$ cat config.mk
export PLATFORM = sky130hd
export DESIGN_NAME = trace_buffer
export DESIGN_NICKNAME = d
export VERILOG_FILES = /design/src/rtl/trace_buffer.sv
export SDC_FILE = /design/constraint.sdc
export NUM_CORES = 1
export LEC_CHECK = 0
export ABC_AREA = 1
export BUFFER_PORTS_ARGS = -buffer_cell sky130_fd_sc_hd__buf_2
export CAP_MARGIN = 10
export CORE_MARGIN = 10
export CORE_UTILIZATION = 60
export DETAILED_ROUTE_END_ITERATION = 8
export PLACE_DENSITY = 0.76
export SYNTH_ARGS = -nofsm -noshare
export SYNTH_HDL_FRONTEND = slang
export SYNTH_SLANG_ARGS = --single-unit
$ cat constraint.sdc
create_clock -name clk -period 16.7 [get_ports clk]
set_clock_uncertainty 0.15 [all_clocks]
set_input_delay 4.175 -clock clk [delete_from_list [all_inputs] [get_ports clk]]
set_output_delay 4.175 -clock clk [all_outputs]
set_load 0.005 [all_outputs]
$ cat src/rtl/trace_buffer.sv
// Retirement trace buffer: circular store of {pc, result} with a freeze/browse mode.
// Optional drop counter built only when TRACE_DROP_CNT_EN is defined.
module trace_buffer #(
  parameter int DEPTH = 8,
  parameter int WIDTH = 32
) (
  input  logic             clk,
  input  logic             rst,
  input  logic             retire_valid,
  input  logic [WIDTH-1:0] retire_pc,
  input  logic [WIDTH-1:0] retire_result,
  input  logic             freeze,
  input  logic             older,
  input  logic             newer,
  output logic [WIDTH-1:0] pc,
  output logic [WIDTH-1:0] result,
  output logic [3:0]       age,
  output logic [4:0]       count,
  output logic             frozen,
  output logic [7:0]       drop_cnt
);

  localparam int AW = (DEPTH > 1) ? $clog2(DEPTH) : 1;
  localparam logic [0:0] RUN    = 1'b0;
  localparam logic [0:0] FROZEN = 1'b1;

  logic [0:0]         state_q, state_d;
  logic [AW-1:0]      wr_ptr_q, wr_ptr_d;
  logic [4:0]         count_q, count_d;
  logic [3:0]         age_q, age_d;
  logic [WIDTH-1:0]   pc_q, pc_d, result_q, result_d;
  logic [2*WIDTH-1:0] mem_q [DEPTH];
  logic               wr_en;
  logic [AW-1:0]      rd_idx;

  always_comb begin
    state_d  = freeze ? FROZEN : RUN;
    wr_en    = (state_q == RUN) && retire_valid;
    wr_ptr_d = wr_en ? wr_ptr_q + AW'(1) : wr_ptr_q;
    count_d  = count_q;
    if (wr_en && count_q != 5'(DEPTH)) count_d = count_q + 5'd1;

    // Age only moves while staying frozen; any other case (RUN, or leaving FROZEN) forces it to 0.
    age_d = '0;
    if (state_q == FROZEN && freeze) begin
      age_d = age_q;
      if (count_q != 5'd0) begin
        if (older && !newer && {1'b0, age_q} < count_q - 5'd1) age_d = age_q + 4'd1;
        else if (newer && !older && age_q != 4'd0)            age_d = age_q - 4'd1;
      end
    end

    // DEPTH is a power of two, so pointer truncation gives the modulo for free.
    rd_idx = wr_ptr_q - AW'(1) - age_q[AW-1:0];
    if (count_q == 5'd0) {pc_d, result_d} = '0;
    else                 {pc_d, result_d} = mem_q[rd_idx];
  end

  always_ff @(posedge clk) begin
    if (rst) begin
      state_q  <= RUN;
      wr_ptr_q <= '0;
      count_q  <= '0;
      age_q    <= '0;
      pc_q     <= '0;
      result_q <= '0;
    end else begin
      state_q  <= state_d;
      wr_ptr_q <= wr_ptr_d;
      count_q  <= count_d;
      age_q    <= age_d;
      pc_q     <= pc_d;
      result_q <= result_d;
    end
  end

  // Storage is never cleared; count gates what can be presented.
  always_ff @(posedge clk) begin
    if (!rst && wr_en) mem_q[wr_ptr_q] <= {retire_pc, retire_result};
  end

`ifdef TRACE_DROP_CNT_EN
  logic [7:0] drop_q, drop_d;

  always_comb begin
    drop_d = drop_q;
    if (state_q == RUN && freeze)                                 drop_d = 8'd0;
    else if (state_q == FROZEN && retire_valid && drop_q != 8'hFF) drop_d = drop_q + 8'd1;
  end

  always_ff @(posedge clk) begin
    if (rst) drop_q <= '0;
    else     drop_q <= drop_d;
  end

  assign drop_cnt = drop_q;
`else
  assign drop_cnt = '0;
`endif

  assign pc     = pc_q;
  assign result = result_q;
  assign age    = age_q;
  assign count  = count_q;
  assign frozen = (state_q == FROZEN);

endmodule

; Yosys cells after proc, flatten, opt, wreduce, memory -nomap -nowiden
; Memory sizes are Yosys's and may differ from the RTL's. A register that Yosys moved wholly into a read port is not among the register bits.
; Cells that the tools add are included.
[totals]
elab_cells = 39
inputBits = 70
ram_bits = 512
register_bits = 13
mem_count = 1
output_inout_bits = 82
[op_classes]
n_addsub = 7
reduce_logical = 18
n_lt_le_gt_ge = 1
n_eq_ne = 1
bitwise_logic = 2
mux = 5
[mem_list]
columns = memory, depth, width, read_ports, rd_ports_with_merged_regs, write_ports, line
row1 = mem_q, 8, 64, 1, 1, 1, 32  ; logic [2*WIDTH-1:0] mem_q [DEPTH];
[op_table]
columns = op, n
row1 = 1-bit logical AND, 8
row2 = 4-bit two-way mux, 2
row3 = "5-bit by 1-bit adder with 5-bit output, second input constant", 1
row4 = 5-bit logical NOT, 1
row5 = 4-bit by 5-bit less-than comparator with 1-bit output, 1
row6 = "5-bit by 4-bit inequality test with 1-bit output, second input constant", 1
row7 = 5-bit nonzero test, 1
row8 = "5-bit by 1-bit subtractor with 5-bit output, second input constant", 1
row9 = "4-bit by 1-bit adder with 4-bit output, second input constant", 1
row10 = 4-bit nonzero test, 1
row11 = 2-bit OR reduction, 2
row12 = "4-bit by 1-bit subtractor with 4-bit output, second input constant", 1
row13 = "3-bit by 1-bit adder with 3-bit output, second input constant", 1
row14 = 1-bit logical NOT, 3
row15 = 1-bit two-way mux, 3
row16 = "3-bit by 1-bit subtractor with 3-bit output, second input constant", 1
row17 = 3-bit subtractor, 1
row18 = 1-bit inverter, 2
row19 = 2-bit AND reduction, 1
row20 = 2-bit nonzero test, 1

; Depth between registers and ports, before layout
; Gate-level depths: netlist of run 1.
[depth]
ltp_word = 5
depth_mapped = 21
mapped_depth_nobuf = 21

; Worst setup path before layout of run 1
; No wires, ideal clock.
[synth_timing]
kind = input port to flip-flop
startpoint = input port retire_valid
endpoint = memory mem_q[4][0] (netlist name) (enable)
stages = 4
setup_slack_ps = 7130
path_buffers = 0
setup_ps = 565
required_ps = 15985
t_arrival_ps = 8855
cell_sequence = nand2_1 -> nor2_1 -> inv_1 -> nor3_1
[synth_via]
elab_chain_len = 4
[synth_rtl]
columns = item, line
row1 = "start, declared", 9  ; input logic retire_valid,
row2 = 1-bit logical AND, 38  ; wr_en = (state_q == RUN) && retire_valid;
row3 = 1-bit logical AND, 79  ; if (!rst && wr_en) mem_q[wr_ptr_q] <= {retire_pc, retire_result};
row4 = 1-bit two-way mux, 79
row5 = 1-bit two-way mux (implied by the code), 79
row6 = "end, declared", 32
; Every way passes these cells.

; Worst setup path after layout of run 1
[layout_timing]
startpoint = input port retire_valid
endpoint = memory mem_q[7][20] (netlist name) (enable)
; Same word-level chain as after synthesis.

==> results of run 1 <==
## through the flow
step	hold slack, ns	util, %
floorplan	0.3706	-
global placement	0.3890	63.06
detailed placement	0.4023	63.06
CTS	0.4209	67.79
global route	0.4443	67.81
finish	0.4196	67.81
## final timing paths
check / startpoint / to / slack, ns / cells after the start
min reg2reg: mem_q[6][50] / pc[18] / 0.42 / 2
max: retire_valid / mem_q[7][20] / 10.50 / 6
min: mem_q[6][50] / pc[18] / 0.42 / 2
max reg2reg: age[0] / result[3] / 12.89 / 9
## cell families (layout without fill, tap and decap cells)
logic type | Yosys count | after routing
AOI/OAI and AO/OA | 533 | 533
DFF | 589 | 589
other | 1 | 10
adders and majority gates | 12 | 12
muxes | 64 | 64
and+or+nand+nor | 126 | 126
xor gates and xnor gates | 5 | 5
buffers and inverters | 325 | 485
## per-layer routing
metal	GRT usage (%)	wire, um	vias to the layer above
met5	0	20	-
met4	6.169	952	2
met3	3.470	2445	70
met2	31.22	21370	365
met1	24.58	19130	6292
li1	-	-	6223
## layout make-up
class | count | share of cell area (%)
sequential | 589 | 66.55
multi-input combinational | 748 | 17.29
clock buffer | 86 | 6.384
timing repair buffer | 160 | 3.367
inverter | 221 | 3.273
tap | 511 | 2.515
clock inverter | 18 | 0.6005
antenna | 2 | 0.01969
## placed cells by master (no fill, tap or decap), drive strengths merged
cell and n:
edfxtp 512, o21ai 267, inv 224, buf 160
a21oi 136, nand2 90, clkbuf 86, dfxtp 77
a31oi 66, o211ai 64, mux2i 64, nor2 17
clkinv 11, ha 10, conb 8, nand3 6
nor3 6, xor2 3, nand4 3, diode 2
xnor2 2, nor3b 2, bufinv 2, clkinvlp 2
fa 2, nor4 1, nand3b 1
## power groups by stage
stage | Combinational, mW | Sequential, mW | Clock [mW]
6_report | 0.278 | 1.64 | 1.21
5_1_grt | 0.311 | 1.64 | 1.29
4_1_cts | 0.281 | 1.64 | 1.23
3_5_place_dp | 0.279 | 1.67 | 0
3_3_place_gp | 0.271 | 1.67 | 0
2_1_floorplan | 0.186 | 1.67 | 0
## worst max-delay path: stages
cell and delay (ns):
buf_2 0.08, nand2_1 0.15, nor2_1 0.18, nand2_1 0.24, nor2_4 0.77, buf_4 0.61
## state kept, by name, summed over array words and instances, names as in the netlist
name	cells
age	4
count	5
frozen	1
mem_q	512
pc	32
result	32
wr_ptr_q	3
==> impl_metrics.json, run 1 <==
{
  "seq_area_um2": 16920,
  "setup.worst_path.class": "in -> reg",
  "syn-cell-area_um2": 22650,
  "cp.arrival_ns": 6.27,
  "clkPwrFrac_pct": 38.8,
  "synthToLayoutAreaGrowth_pct": 12.22,
  "status": "completed",
  "seq_power_share_pct": 52.4,
  "worst-slew-pin-transition_ns": 1.154,
  "slew_headroom_pct": 23.06,
  "ys_seq_area_share_pct": 74.68,
  "finalSetupViolations": 0,
  "dpl.cell_count": 2229,
  "pin_count": 152,
  "synthCells": 1655,
  "power.density_nw_per_um2": 123.2,
  "synth-seq-cells": 589,
  "cts_max_path_buffers": 3,
  "synth_top_cell_area_share_pct": 67.87,
  "routed_wl_mm": 43.92,
  "grt_pass1_wl_mm": 69.95,
  "die-width_um": 214.3,
  "synth_xor_area_share_pct": 0.1933,
  "groute.usage.overall_pct": 18.77,
  "synth_compound_area_share_pct": 12.90,
  "fin_cells": 2335,
  "cts_setup_buffers": 0,
  "antenna_found_initial": 3,
  "synth_edf_count": 512,
  "insertion_delay_ns": 0.59,
  "multi_input_area_um2": 4395,
  "switching_power_mw": 0.7175,
  "internal_power_mw": 2.415,
  "cts_hold_buf": 0,
  "drt_iter0_drc": 1279,
  "drc": 0,
  "rows": 71,
  "synth_top_family_by_area": "compound AO/OA/AOI/OAI gates",
  "p_leak_nw": 9.609,
  "clkSinkCount": 589,
  "cts-root-buf": "clkbuf_16",
  "synth-simple-area-share_pct": 2.314,
  "hold_class": "reg -> reg",
  "combPwrFrac_pct": 8.9,
  "place_area_um2": 23640,
  "grt_setup_unrepaired": "false",
  "max_freq_mhz": 161.3,
  "final_layout_size_suffix_gt1_share_pct": 14.32,
  "worst_slack_ns": 10.50,
  "path_max_fanout": 35,
  "p_sw_share_pct": 22.91,
  "finalMaxSlewViolations": 0,
  "muxShareOfSynthArea_pct": 2.828,
  "synth-adder-area-share_pct": 0.7291,
  "worst_ep_required_time_ns": 16.77,
  "place.gp.congestion": 0.7578,
  "initial_core_util_pct": 60.42,
  "overflow": 0,
  "grt_max_degree": 267,
  "finalHoldViolCount": 0,
  "ys.flop_type": "edfxtp_1",
  "cp-start-kind": "input pin",
  "drt-vias-per-instance": 5.547,
  "routedWlPerCell_um": 18.81,
  "postCtsResizedCells": 0,
  "yosysWarningCount": 0,
  "die_h_um": 214.3,
  "setup_tns_ns": 0,
  "p_total_mw": 3.133,
  "cts.reportedPaths.clkPinSlew_ns": 0.06,
  "dieArea_um2": 45920,
  "cts_max_level": 2,
  "drv_cap": 0,
  "syn_area_per_cell_um2": 13.69,
  "synth_top_area_cell": "edfxtp_1",
  "drtPass1Iterations": 5,
  "ant_nets": 0,
  "cts_buffers": 55,
  "first_global_vias": 12920,
  "yosys-top-cells-count": "edfxtp_1, inv_1, o21ai_0, a21oi_1, o21ai_1",
  "ir_worst_vdd_mv": 0.09066,
  "design_area_um2": 25420,
  "yosysMostFrequentCell": "edfxtp_1",
  "ys_types": 35,
  "end_kind": "flop",
  "period_share_pct": 37.12,
  "place_ws_ns": 9.908,
  "fillers": 2631,
  "nNetsFinal": 1857,
  "dp_hpwl_mm": 24.11,
  "via_count": 12950,
  "core_um2": 37490,
  "period_minus_slack_ns": 6.199,
  "cts_tree": "built",
  "port_buffers": 143,
  "yosys-top-cells-area": "edfxtp_1, dfxtp_1, inv_1",
  "synthArstFlopShare_pct": 0
}
(Power assumes the default switching activity.)
==> run 2, diff against run 1 <==
==> constraint.sdc (replaced) <==
create_clock -name clk -period 6.2 [get_ports clk]
set_clock_uncertainty 0.15 [all_clocks]
set_input_delay 1.55 -clock clk [delete_from_list [all_inputs] [get_ports clk]]
set_output_delay 1.55 -clock clk [all_outputs]
set_load 0.005 [all_outputs]
==> run 2 against run 1 <==
Cell count up 0.26%. Global-route usage rose by 0.21 points. Critical path type is now reg -> reg. First-iteration DRC count fell by 24%. Combinational power grew to 2.7 times the previous value. Highest routed layer unchanged. Worst setup slack worse by 8.1 ns. Worst hold slack worse by 0.011 ns. Wire length rose by 0.81%.
==> impl_metrics.json, run 2 (synthesis results as in run 1) <==
{
  "status": "completed",
  "cts_setup_buffers": 0,
  "ant_nets": 0,
  "grt_max_degree": 130,
  "hold_class": "reg -> reg",
  "path_max_fanout": 75,
  "first_global_vias": 13190,
  "pin_count": 152,
  "max_freq_mhz": 261.7,
  "ff2ff_setup_slack_ns": 2.38,
  "cts_tree": "built",
  "r2r_cells": 9,
  "antenna_found_initial": 2,
  "fin_cells": 2341,
  "cts.reportedPaths.clkPinSlew_ns": 0.06,
  "combPwrFrac_pct": 8.6,
  "finalHoldViolCount": 0,
  "drt_iter0_drc": 966,
  "internal_power_mw": 6.648,
  "insertion_delay_ns": 0.59,
  "drt-vias-per-instance": 5.580,
  "switching_power_mw": 1.922,
  "place_ws_ns": 2.056,
  "routed_wl_mm": 44.28,
  "ir_worst_vdd_mv": 0.2551,
  "worst-slew-pin-transition_ns": 1.185,
  "p_sw_share_pct": 22.42,
  "antenna_cells": 0,
  "routedWlPerCell_um": 18.91,
  "period_minus_slack_ns": 3.821,
  "layout_commonest_cell": "edfxtp_1",
  "end_kind": "flop",
  "port_buffers": 143,
  "final_layout_size_suffix_gt1_share_pct": 14.43,
  "cts-root-buf": "clkbuf_16",
  "postCtsResizedCells": 0,
  "cp.arrival_ns": 4.07,
  "setup.worst_path.class": "reg -> reg",
  "top_register": "mem_q",
  "p_leak_nw": 9.683,
  "dpl.cell_count": 2233,
  "cts_max_path_buffers": 3,
  "slew_headroom_pct": 20.79,
  "initial_core_util_pct": 60.42,
  "die_h_um": 214.3,
  "drtPass1Iterations": 5,
  "grt_setup_unrepaired": "false",
  "worstHoldStart": "mem_q[6][57]",
  "clkSinkCount": 589,
  "synthToLayoutAreaGrowth_pct": 12.88,
  "rows": 71,
  "power.density_nw_per_um2": 335.1,
  "reg2reg_from": "wr_ptr_q[0]",
  "overflow": 0,
  "clkPwrFrac_pct": 39.8,
  "worst_ep_required_time_ns": 6.45,
  "seq_power_share_pct": 51.6,
  "cts_buffers": 57,
  "largest_reg_flops": 512,
  "setup_tns_ns": 0,
  "mostFrequentLayoutCells": "edfxtp_1, inv_1, o21ai_0, buf_2, a21oi_1",
  "hold-path-endpoint": "pc[25]",
  "dp_hpwl_mm": 24.56,
  "dieArea_um2": 45920,
  "via_count": 13060,
  "cts_hold_buf": 0,
  "place.gp.congestion": 0.7674,
  "die-width_um": 214.3,
  "nNetsFinal": 1863,
  "worst_slack_ns": 2.379,
  "cts_max_level": 2,
  "drc": 0,
  "holdPathStages": 2,
  "groute.usage.overall_pct": 18.98,
  "finalSetupViolations": 0,
  "timing.rr.end": "pc[14]",
  "drv_cap": 0,
  "period_share_pct": 61.62,
  "core_um2": 37490,
  "finalMaxSlewViolations": 0,
  "grt_pass1_wl_mm": 70.68,
  "cp-start-kind": "flop"
}
==> run 2: how the worst max path moves through the flow <==
stage / startpoint / end / slack [ns] / depth (start not counted)
2_1_floorplan: retire_valid / mem_q[4][0] / -0.74 / 4
3_3_place_gp: retire_valid / mem_q[7][19] / 2.06 / 6
3_5_place_dp: retire_valid / mem_q[7][19] / 2.06 / 6
4_1_cts: wr_ptr_q[0] / pc[14] / 2.35 / 9
5_1_grt: wr_ptr_q[0] / pc[5] / 2.22 / 9
6_report: wr_ptr_q[0] / pc[14] / 2.38 / 9
==> run 2: power groups by stage <==
stage                     clock network, mW  registers [mW]  logic [mW]
after floorplan                           0            4.51       0.502
after global placement                    0            4.50       0.722
after detailed placement                  0            4.51       0.738
after CTS                              3.46            4.42       0.746
after global routing                   3.62            4.43       0.828
final                                  3.41            4.42       0.739
==> run 2: critical path, cell delays in order (launching register included) <==
cell and delay, ns:
dfxtp_1 0.57, ha_4 0.18, inv_1 0.04, fa_4 1.23, buf_4 0.79, a21oi_1 0.09, o21ai_0 0.13, o21ai_1 0.11
o21ai_1 0.22, a31oi_1 0.08
==> run 2: layer usage <==
layer,up-vias,part of all wire [%],global-route usage (%)
li1,6235,-,-
met1,6328,41,24.32
met2,420,50,32.65
met3,77,6.4,3.244
met4,2,2.0,5.602
met5,-,0.029,0
==> run 2: area by class of cell <==
class | count | area, um2
Fill cell | 2597 | 11920
Sequential cell | 589 | 16920
Clock inverter | 19 | 167.7
Tap cell | 511 | 639.4
Multi-Input combinational cell | 748 | 4395
Inverter | 221 | 832.0
Clock buffer | 89 | 1719
Timing Repair Buffer | 164 | 898.4
==> run 2: per-stage QoR <==
stage / hold slack (ns) / instance area (um2) / util, % / total power [mW]
detailed placement: 0.3983 / 23680 / 63.17 / 5.243
finish: 0.4085 / 25570 / 68.20 / 8.569
CTS: 0.4095 / 25570 / 68.20 / 8.632
global route: 0.4442 / 25570 / 68.20 / 8.874
global placement: 0.3839 / 23680 / 63.17 / 5.225
floorplan: 0.3706 / 22680 / - / 5.012
==> run 3, diff against run 2 <==
==> config.mk (replaced) <==
export PLATFORM = sky130hd
export DESIGN_NAME = trace_buffer
export DESIGN_NICKNAME = d
export VERILOG_FILES = /design/src/rtl/trace_buffer.sv
export SDC_FILE = /design/constraint.sdc
export NUM_CORES = 1
export LEC_CHECK = 0
export ABC_AREA = 0
export BUFFER_PORTS_ARGS = -buffer_cell sky130_fd_sc_hd__buf_2
export CAP_MARGIN = 10
export CORE_MARGIN = 10
export CORE_UTILIZATION = 54
export DETAILED_ROUTE_END_ITERATION = 8
export PLACE_DENSITY = 0.72
export SYNTH_ARGS = -nofsm -noshare
export SYNTH_HDL_FRONTEND = slang
export SYNTH_SLANG_ARGS = --single-unit
==> constraint.sdc (replaced) <==
create_clock -name clk -period 3.3 [get_ports clk]
set_clock_uncertainty 0.15 [all_clocks]
set_input_delay 0.825 -clock clk [delete_from_list [all_inputs] [get_ports clk]]
set_output_delay 0.825 -clock clk [all_outputs]
set_load 0.005 [all_outputs]
==> run 3 against run 2 <==
Utilization shrank 4.6 points. Worst setup slack worse by 2.2 ns. Critical path depth rose by 4. Cell area decreased by 1.2%. Sequential power rose by 88%. Power is 82% higher. Clock power increased by 76%. Maximum frequency grew 24%. Die area is 5.9% higher. First-iteration DRC count fell by 8.8%.
==> impl_metrics.json, run 3 <==
{
  "status": "completed",
  "grt_pass1_wl_mm": 70.12,
  "whs_ns": 0.3057,
  "yosys-top-cells-area": "edfxtp_1, dfxtp_1, mux4_2",
  "cts_buffers": 56,
  "overflow": 0,
  "die-width_um": 220.5,
  "clkSinkCount": 589,
  "synthCells": 1278,
  "yosysWarningCount": 0,
  "ys.flop_type": "edfxtp_1",
  "cts_hold_buf": 0,
  "crit_family": "compound AO/OA/AOI/OAI gates",
  "final_layout_size_suffix_gt1_share_pct": 23.81,
  "rows": 73,
  "ant_nets": 0,
  "clkPwrFrac_pct": 38.6,
  "ir_worst_vdd_mv": 0.5153,
  "die_h_um": 220.5,
  "dp_hpwl_mm": 26.16,
  "cts.reportedPaths.clkPinSlew_ns": 0.06,
  "cp-start-kind": "flop",
  "mostFrequentLayoutCells": "edfxtp_1, nand2_1, buf_2",
  "seq_power_share_pct": 53.3,
  "end_kind": "flop",
  "slowest_stage": "dfxtp_2",
  "nNetsFinal": 1545,
  "p_leak_nw": 9.303,
  "cts-root-buf": "clkbuf_16",
  "cp.arrival_ns": 3.46,
  "antenna_found_initial": 10,
  "drt-vias-per-instance": 5.670,
  "finalHoldViolCount": 0,
  "finalMaxSlewViolations": 0,
  "synth_top_cell_area_share_pct": 70.84,
  "synthArstFlopShare_pct": 0,
  "cts_setup_buffers": 0,
  "setup.worst_path.class": "reg -> reg",
  "synth-seq-cells": 589,
  "crit_path_max_incr_delay_ns": 0.37,
  "drv_cap": 0,
  "combPwrFrac_pct": 8.1,
  "path_max_fanout": 6,
  "grt_max_degree": 65,
  "via_count": 11560,
  "place.gp.congestion": 0.8068,
  "pin_count": 152,
  "routed_wl_mm": 46.11,
  "insertion_delay_ns": 0.61,
  "setup_tns_ns": 0,
  "dieArea_um2": 48610,
  "top_register": "mem_q",
  "yosysMostFrequentCell": "edfxtp_1",
  "synth_edf_count": 512,
  "timing.critical_path.buf_inv": 1,
  "first_global_vias": 11890,
  "power.density_nw_per_um2": 615.5,
  "period_share_pct": 93.05,
  "hold_class": "in -> reg",
  "crit_top_cell": "ha_1",
  "slew_headroom_pct": 53.24,
  "finalSetupViolations": 0,
  "place_ws_ns": 0.09724,
  "initial_core_util_pct": 54.63,
  "cts_max_level": 2,
  "r2r_cells": 13,
  "routedWlPerCell_um": 22.62,
  "core_um2": 39730,
  "cp.depth": 13,
  "period_minus_slack_ns": 3.071,
  "worst-slew-pin-transition_ns": 0.7005,
  "synth_top_area_cell": "edfxtp_1",
  "port_buffers": 143,
  "holdPathStages": 2,
  "postCtsResizedCells": 0,
  "groute.usage.overall_pct": 19.01,
  "largest_reg_flops": 512,
  "syn-cell-area_um2": 21700,
  "worst_slack_ns": 0.2293,
  "internal_power_mw": 12.15,
  "drc": 0,
  "synthToLayoutAreaGrowth_pct": 16.43,
  "drtPass1Iterations": 4,
  "ys_seq_area_share_pct": 77.94,
  "syn_area_per_cell_um2": 16.98,
  "drt_iter0_drc": 881,
  "ys_types": 42,
  "yosys-top-cells-count": "edfxtp_1, nand2_1, a21oi_1, dfxtp_1, mux4_2",
  "cts_max_path_buffers": 3,
  "path_cells": "inv_1, ha_1, xnor2_1, ha_1, o21ai_1, a22oi_1, a21o_1, ha_1, a21o_1, a21oi_1, a2111oi_1, or3_1, a21oi_1",
  "p_sw_share_pct": 21.87,
  "worst_ep_required_time_ns": 3.69,
  "cts_tree": "built",
  "fillers": 2772,
  "grt_setup_unrepaired": "false",
  "switching_power_mw": 3.401,
  "max_freq_mhz": 325.7,
  "layout_commonest_cell": "edfxtp_1"
}
-- run 3: kinds of logic after synthesis --
logic type | Yosys count | share of synthesized area [%]
multiplexers | 69 | 6.935
flip-flops | 589 | 77.94
buffers and inverters | 80 | 1.943
XOR/XNOR | 14 | 0.6687
other | 1 | 0.01728
AND/OR/NAND/NOR | 304 | 5.707
AO/OA/AOI/OAI | 209 | 6.030
adder cells (fa/ha/maj) | 12 | 0.7609
-- run 3: cell type report --
class                      instances  area (um2)  share of cell area [%]
clock inverter                    18       120.1                  0.4753
clock buffer                      85        1592                   6.298
antenna                            5       12.51                 0.04951
multi-input combinational        616        4517                   17.87
sequential                       589       16920                   66.95
tap                              525       656.9                   2.599
timing repair buffer             193        1429                   5.654
inverter                           7       26.28                  0.1040
-- run 3: per-stage QoR --
| step | total power, mW | util, % | cell area, um2 | std cells |
|---|---|---|---|---|
| after floorplan | 9.229 | - | 21800 | 1285 |
| after global placement | 9.695 | 59.26 | 23540 | 1930 |
| after detailed placement | 9.730 | 59.26 | 23540 | 1930 |
| after CTS | 15.70 | 63.56 | 25260 | 2033 |
| after global routing | 16.11 | 63.58 | 25260 | 2035 |
| final | 15.55 | 63.60 | 25270 | 2038 |
-- run 3: worst paths after layout --
check | startpoint | to | slack (ns)
max | count[1] | age[3] | 0.23
min | rst | wr_ptr_q[2] | 0.31
min reg2reg | wr_ptr_q[1] | wr_ptr_q[1] | 0.35
max reg2reg | count[1] | age[3] | 0.23
-- run 3: power groups by stage --
stage | registers, mW | clock network, mW | logic [mW]
after CTS | 8.29 | 6.12 | 1.29
after detailed placement | 8.45 | 0 | 1.28
after global placement | 8.45 | 0 | 1.25
after global routing | 8.30 | 6.43 | 1.39
final | 8.29 | 6.00 | 1.26
after floorplan | 8.45 | 0 | 0.779
-- run 3: layer usage --
| layer | wire (um) | track usage (%) |
|---|---|---|
| met1 | 18670 | 24.14 |
| met2 | 23430 | 32.15 |
| met3 | 3003 | 4.329 |
| met4 | 951 | 5.843 |
| met5 | 54 | 0 |
